<file path="config.mk">
export PLATFORM = sky130hd
export DESIGN_NAME = rvee_exec
export DESIGN_NICKNAME = d
export VERILOG_FILES = /design/src/rtl/rvee_exec.sv
export SDC_FILE = /design/constraint.sdc
export NUM_CORES = 1
export LEC_CHECK = 0
export ABC_AREA = 1
export CAP_MARGIN = 5
export CORE_AREA = 2 2 273 275
export DETAILED_ROUTE_END_ITERATION = 16
export DIE_AREA = 0 0 275 277
export GPL_TIMING_DRIVEN = 0
export HOLD_SLACK_MARGIN = 0.1
export PLACE_DENSITY = 0.42
export RECOVER_POWER = 50
export SLEW_MARGIN = 5
export SYNTH_ARGS = -nofsm -noshare
export SYNTH_HDL_FRONTEND = slang
export SYNTH_SLANG_ARGS = --single-unit
</file>
<file path="constraint.sdc">
create_clock -name clk -period 3.6 [get_ports clk]
set_input_delay 0.72 -clock clk [delete_from_list [all_inputs] [get_ports clk]]
set_output_delay 0.72 -clock clk [all_outputs]
set_load 0.01 [all_outputs]
</file>
<file path="src/rtl/rvee_exec.sv">
// rvee_exec: single-entry execute stage for an RV32 pipeline.
// Takes one decoded instruction at a time, computes the ALU or link result,
// resolves jumps and branches into a one-cycle fetch redirect, and holds the
// result in an output register for the memory stage. Shifts with a non-zero
// amount are done one bit per cycle in that output register.
module rvee_exec #(
  parameter int XLEN = 32
) (
  input  logic            clk,
  input  logic            rst,
  // decode side
  input  logic            d_valid,
  output logic            d_ready,
  input  logic [XLEN-1:0] d_pc,
  input  logic [XLEN-1:0] d_rs1,
  input  logic [XLEN-1:0] d_rs2,
  input  logic [XLEN-1:0] d_imm,
  input  logic            d_op1_pc,
  input  logic            d_op2_imm,
  input  logic [3:0]      d_alu_op,
  input  logic            d_branch,
  input  logic [2:0]      d_cond,
  input  logic            d_jal,
  input  logic            d_jalr,
  input  logic            d_rd_we,
  input  logic [4:0]      d_rd,
  input  logic            d_mem_load,
  input  logic            d_mem_store,
  input  logic [1:0]      d_mem_size,
  input  logic            d_mem_sext,
  // memory-stage side
  output logic            e_valid,
  input  logic            e_ready,
  output logic [XLEN-1:0] e_pc,
  output logic [XLEN-1:0] e_result,
  output logic [XLEN-1:0] e_mem_data,
  output logic            e_rd_we,
  output logic [4:0]      e_rd,
  output logic            e_mem_load,
  output logic            e_mem_store,
  output logic [1:0]      e_mem_size,
  output logic            e_mem_sext,
  // fetch redirect
  output logic            redir_valid,
  output logic [XLEN-1:0] redir_pc
);

  localparam logic [3:0] OP_ADD   = 4'd0;
  localparam logic [3:0] OP_SUB   = 4'd1;
  localparam logic [3:0] OP_SLL   = 4'd2;
  localparam logic [3:0] OP_SLT   = 4'd3;
  localparam logic [3:0] OP_SLTU  = 4'd4;
  localparam logic [3:0] OP_XOR   = 4'd5;
  localparam logic [3:0] OP_SRL   = 4'd6;
  localparam logic [3:0] OP_SRA   = 4'd7;
  localparam logic [3:0] OP_OR    = 4'd8;
  localparam logic [3:0] OP_AND   = 4'd9;
  localparam logic [3:0] OP_PASSB = 4'd10;

  typedef enum logic [1:0] {
    IDLE  = 2'd0,
    SHIFT = 2'd1,
    FULL  = 2'd2
  } state_t;

  state_t state;
  state_t state_next;

  logic            accept;
  logic [XLEN-1:0] op_a;
  logic [XLEN-1:0] op_b;
  logic [XLEN-1:0] alu_result;
  logic [XLEN-1:0] load_value;
  logic [XLEN-1:0] pc_imm;
  logic [XLEN-1:0] jalr_sum;
  logic [XLEN-1:0] redir_target;
  logic [XLEN-1:0] shift_next;
  logic            is_jump;
  logic            is_shift;
  logic [4:0]      shamt;
  logic            needs_shift;
  logic            branch_taken;
  logic            take_redirect;
  logic [4:0]      shift_cnt;
  logic [3:0]      shift_op;

  assign op_a     = d_op1_pc  ? d_pc  : d_rs1;
  assign op_b     = d_op2_imm ? d_imm : d_rs2;
  assign shamt    = op_b[4:0];
  assign is_jump  = d_jal | d_jalr;
  assign is_shift = (d_alu_op == OP_SLL) | (d_alu_op == OP_SRL) | (d_alu_op == OP_SRA);
  // Jumps always produce the link address, so they never take the shift path.
  assign needs_shift = is_shift & ~is_jump & (shamt != 5'd0);

  // Single-cycle ALU; shift ops pass operand A through, which is the final
  // answer for a zero amount and the seed value for the iterative shifter.
  always_comb begin
    alu_result = '0;
    case (d_alu_op)
      OP_ADD:   alu_result = op_a + op_b;
      OP_SUB:   alu_result = op_a - op_b;
      OP_SLL:   alu_result = op_a;
      OP_SRL:   alu_result = op_a;
      OP_SRA:   alu_result = op_a;
      OP_SLT:   alu_result = {{(XLEN-1){1'b0}}, ($signed(op_a) < $signed(op_b))};
      OP_SLTU:  alu_result = {{(XLEN-1){1'b0}}, (op_a < op_b)};
      OP_XOR:   alu_result = op_a ^ op_b;
      OP_OR:    alu_result = op_a | op_b;
      OP_AND:   alu_result = op_a & op_b;
      OP_PASSB: alu_result = op_b;
      default:  alu_result = '0;
    endcase
  end

  assign load_value = is_jump ? (d_pc + XLEN'(4)) : alu_result;

  // Branch condition on the raw register operands, RISC-V funct3 encoding.
  always_comb begin
    branch_taken = 1'b0;
    case (d_cond)
      3'd0:    branch_taken = (d_rs1 == d_rs2);
      3'd1:    branch_taken = (d_rs1 != d_rs2);
      3'd4:    branch_taken = ($signed(d_rs1) <  $signed(d_rs2));
      3'd5:    branch_taken = ($signed(d_rs1) >= $signed(d_rs2));
      3'd6:    branch_taken = (d_rs1 <  d_rs2);
      3'd7:    branch_taken = (d_rs1 >= d_rs2);
      default: branch_taken = 1'b0;
    endcase
  end

  assign take_redirect = is_jump | (d_branch & branch_taken);
  assign pc_imm        = d_pc + d_imm;
  assign jalr_sum      = d_rs1 + d_imm;
  assign redir_target  = d_jalr ? (jalr_sum & ~XLEN'(1)) : pc_imm;

  // One-bit step of the iterative shifter, applied to the output register.
  always_comb begin
    shift_next = e_result;
    case (shift_op)
      OP_SLL:  shift_next = {e_result[XLEN-2:0], 1'b0};
      OP_SRL:  shift_next = {1'b0, e_result[XLEN-1:1]};
      OP_SRA:  shift_next = {e_result[XLEN-1], e_result[XLEN-1:1]};
      default: shift_next = e_result;
    endcase
  end

  // Handshake towards decode: open when empty, or when the held result leaves.
  always_comb begin
    d_ready = 1'b0;
    case (state)
      IDLE:    d_ready = 1'b1;
      FULL:    d_ready = e_ready;
      default: d_ready = 1'b0;
    endcase
    if (rst) d_ready = 1'b0;
  end

  assign accept = d_valid & d_ready;

  // Next-state logic for the empty / shifting / holding machine.
  always_comb begin
    state_next = state;
    case (state)
      IDLE: begin
        if (accept) state_next = needs_shift ? SHIFT : FULL;
      end
      FULL: begin
        if (accept)       state_next = needs_shift ? SHIFT : FULL;
        else if (e_ready) state_next = IDLE;
      end
      SHIFT: begin
        if (shift_cnt == 5'd1) state_next = FULL;
      end
      default: state_next = IDLE;
    endcase
  end

  // State register.
  always_ff @(posedge clk) begin
    if (rst) state <= IDLE;
    else     state <= state_next;
  end

  assign e_valid = (state == FULL);

  // Output register, shifter bookkeeping and redirect pulse.
  always_ff @(posedge clk) begin
    if (rst) begin
      e_pc        <= '0;
      e_result    <= '0;
      e_mem_data  <= '0;
      e_rd_we     <= 1'b0;
      e_rd        <= '0;
      e_mem_load  <= 1'b0;
      e_mem_store <= 1'b0;
      e_mem_size  <= '0;
      e_mem_sext  <= 1'b0;
      shift_cnt   <= '0;
      shift_op    <= OP_ADD;
      redir_valid <= 1'b0;
      redir_pc    <= '0;
    end else begin
      redir_valid <= accept & take_redirect;
      if (accept & take_redirect) redir_pc <= redir_target;
      if (accept) begin
        e_pc        <= d_pc;
        e_result    <= load_value;
        e_mem_data  <= d_rs2;
        e_rd_we     <= d_rd_we;
        e_rd        <= d_rd;
        e_mem_load  <= d_mem_load;
        e_mem_store <= d_mem_store;
        e_mem_size  <= d_mem_size;
        e_mem_sext  <= d_mem_sext;
        shift_cnt   <= shamt;
        shift_op    <= d_alu_op;
      end else if (state == SHIFT) begin
        e_result  <= shift_next;
        shift_cnt <= shift_cnt - 5'd1;
      end
    end
  end

endmodule

</file>
==> load_flow_metrics.sql <==
INSERT INTO impl_metrics (metric_group, metric, value, unit) VALUES
('outcome', 'outcome', 'finished clean', ''),
('die', 'core_area', '0.07357', 'mm^2'),
('flow_run', 'maxCapViolCount', '0', ''),
('clocking', 'clock_tree_from_tritoncts', 'built', ''),
('setup_path', 'worst_path_max_delay_cell', 'a211oi_1', ''),
('clocking', 'numCtsBuffers', '17', ''),
('finish', 'area_growth_syn_to_layout', '30.99', '%'),
('timing', 'final.setup.tns', '0', 'ns'),
('setup_path', 'worstPathMaxFanout', '10', ''),
('timing', 'fin_worst_skew', '0.01527', 'ns'),
('clocking', 'worstSkewPairLatency', '0.51', 'ns'),
('power_and_ir_drop', 'power.share.switching', '0.4749', ''),
('synthesis', 'post_synth_main_area_contributors', 'dfxtp_1 17%, nand2_1 15%, ha_1 13%, inv_1 8.4%, o21ai_0 8.1%', ''),
('timing', 'final_hold_viol_count', '0', ''),
('timing', 'rsz_0062_raised_after_global_routing', 'yes', ''),
('clocking', 'cts.sinks', '151', ''),
('power_and_ir_drop', 'pwr_density_cell', '313.3', 'mW/mm^2'),
('synthesis', 'synth_cells', '3099', ''),
('detailed_routing', 'route.antenna.remaining_nets', '0', ''),
('power_and_ir_drop', 'leakage', '0.01105', 'uW'),
('die', 'die_width', '275', 'um'),
('clocking', 'ctsHtreeMaxLevel', '4', ''),
('setup_path', 'critical_path_start_type', 'input pin', ''),
('timing', 'final.min_clock_period', '3.575', 'ns'),
('die', 'io_pins', '297', ''),
('detailed_routing', 'detail_route.wirelength.met1', '46160', 'um'),
('placement', 'dp_slack', '-1.393', 'ns'),
('detailed_routing', 'avgRoutedWirePerCell', '23.77', 'um'),
('finish', 'fin_area', '0.02381', 'mm^2'),
('synthesis', 'synth_top_cell_area_share', '0.1663', ''),
('finish', 'layout.cells.most_common', 'nand2_1', ''),
('timing', 'worst_slew_margin_rel', '0.2341', ''),
('timing', 'setup_slack', '0.02530', 'ns'),
('synthesis', 'post_synth_num_cell_types', '53', ''),
('setup_path', 'crit_chain', 'clkdlybuf4s50_1, nor2_1, nand2_1, clkinv_2, clkbuf_1, a211oi_1, nand3_1, nand2_1, nand2_1, nand2_1, a21oi_2', ''),
('synthesis', 'synth-async-reset-ratio', '0', ''),
('clocking', 'clk_pin_slew', '0.08', 'ns'),
('global_route', 'grt.overflow.total', '0', ''),
('finish', 'num-fill-cells', '8395', ''),
('global_route', 'global_route_usage_over_all_layers', '0.2699', ''),
('setup_path', 'crit_path_kind', 'input pin to flip-flop', ''),
('worst_hold_path', 'hold_path_class', 'flip-flop to flip-flop', ''),
('die', 'die_area', '0.07618', 'mm^2'),
('placement', 'area_after_detailed_placement', '0.02233', 'mm^2'),
('timing', 'period_share', '0.9930', ''),
('finish', 'finish.utilization', '0.3237', ''),
('placement', 'port_bufs', '293', ''),
('global_route', 'grt_first_pass_wirelength', '148700', 'um'),
('synthesis', 'post_synthesis_sequential_element_count', '151', ''),
('setup_path', 'timing.critical_path.to_type', 'flip-flop', ''),
('timing', 'worst_slew_pin_slew', '1.149', 'ns'),
('synthesis', 'synthesis.area_per_instance', '5.866', 'um^2'),
('power_and_ir_drop', 'switchingPower', '3543', 'uW'),
('die', 'initial_core_utilization', '0.2471', ''),
('timing', 'clock.fmax', '279.7', 'MHz'),
('finish', 'layout.cells.most_common_list', '707 x nand2_1, 386 x inv_1, 271 x nor2_1, 271 x nand3_1, 253 x a21oi_1', ''),
('global_route', 'first_global_vias', '21643', ''),
('setup_path', 'critical-path-max-stage-delay', '0.69', 'ns'),
('clocking', 'clk_root_buffer_cell', 'clkbuf_16', ''),
('detailed_routing', 'vias', '22757', ''),
('setup_path', 'worst_path_dominant_cell_family', 'buffers and inverters', ''),
('synthesis', 'dominant_cell_type_by_area_after_synthesis', 'dfxtp_1', ''),
('detailed_routing', 'drc', '0', ''),
('detailed_routing', 'detail_route.wirelength', '105000', 'um'),
('synthesis', 'proportion_of_synthesized_chip_area_in_sequential_cells', '0.1663', ''),
('clocking', 'clk_path_buf_depth', '2', ''),
('detailed_routing', 'dr.max_layer_used', 'met5', ''),
('placement', 'place.gp.congestion', '0.9925', ''),
('detailed_routing', 'drt_iter0_markers', '2382', ''),
('power_and_ir_drop', 'cell_internal_pwr', '3918', 'uW'),
('synthesis', 'number_of_enable_type_register_cells_in_the_synthesized_netlist', '0', '');
through the flow:
stage / cells / power, uW
2_1_floorplan: 3099 / 3806
6_report: 4418 / 7461
3_5_place_dp: 4361 / 5267
3_3_place_gp: 4361 / 5293
5_1_grt: 4418 / 7858
4_1_cts: 4407 / 7372
worst reg2reg max path: stages, from the launching register on:
cell and delay [ns]:
dfxtp_1 0.35, inv_2 0.06, nor2_1 0.18, nor3_2 0.07, nand2_1 0.31, clkbuf_1 0.68
clkbuf_1 0.93, nand3_1 0.13, o21ai_0 0.12
cell type report:
type / count / area (um^2) / share of cell area
inverters: 416 / 1578 / 0.06625
clock inverters: 15 / 168.9 / 0.007093
repair buffers: 316 / 3152 / 0.1323
well taps: 969 / 1212 / 0.05091
clock buffers: 17 / 425.4 / 0.01786
plain buffers: 120 / 579.3 / 0.02433
multi-input cells: 2412 / 13670 / 0.5741
diodes: 2 / 5.005 / 0.0002102
flip-flops and latches: 151 / 3023 / 0.1269
per-layer routing:
layer | up-vias | global-route usage
met2 | 788 | 0.4455
li1 | 11082 | -
met3 | 115 | 0.04448
met4 | 2 | 0.08302
met1 | 10770 | 0.3567
met5 | - | 0
flip-flops by register name, indices dropped and copies added (netlist names):
register,count
e_rd_we,1
e_mem_load,1
e_mem_sext,1
e_rd,5
e_mem_data,32
shift_op,4
shift_cnt,5
e_mem_size,2
redir_valid,1
e_result,32
e_pc,32
state,2
redir_pc,32
e_mem_store,1
path summary, 6_finish.rpt:
path | startpoint | endpoint | slack [ns] | depth (start not counted)
worst max-delay path | d_alu_op[1] | e_result[24] | 0.03 | 11
worst min-delay path | e_mem_load | e_mem_load | 0.47 | 2
worst min register to register | e_mem_load | e_mem_load | 0.47 | 2
worst max register to register | state[1] | shift_op[3] | 0.68 | 8
power by group through the flow:
stage	Combinational (uW)	Clock (uW)	Sequential, uW
after floorplan	1870	0	1930
after global placement	3380	0	1910
after detailed placement	3360	0	1910
after CTS	3460	2040	1870
after global routing	3900	2080	1880
final	3600	1990	1870
synth_stat cells, types with 29 or more instances:
cell type,count
dfxtp_1,151
a21oi_1,270
nand3_1,280
inv_1,408
nor3_1,36
o22ai_1,55
ha_1,192
nand4_1,30
xor2_1,29
o21ai_0,296
a31oi_1,30
nand2_1,725
clkbuf_1,78
nor2_1,279
timing repair:
item,4_1_cts,5_1_grt
setup endpoints to repair,56,60
pin swaps,11,12
hold buffers,0,0
gates resized for setup,144,195
setup buffers,14,9
kinds of logic (layout without fill, tap and decap cells):
logic type / Yosys count / in the layout / share of synthesized area
xor+xnor: 31 / 31 / 0.01493
simple gates: 1391 / 1391 / 0.3218
buf+inv: 536 / 884 / 0.1147
fa+ha+maj: 196 / 196 / 0.1365
flops: 151 / 151 / 0.1663
compound gates: 792 / 792 / 0.2447
mux: 2 / 2 / 0.001101
other cells: 0 / 2 / 0
Power figures use the tool's default switching activity.
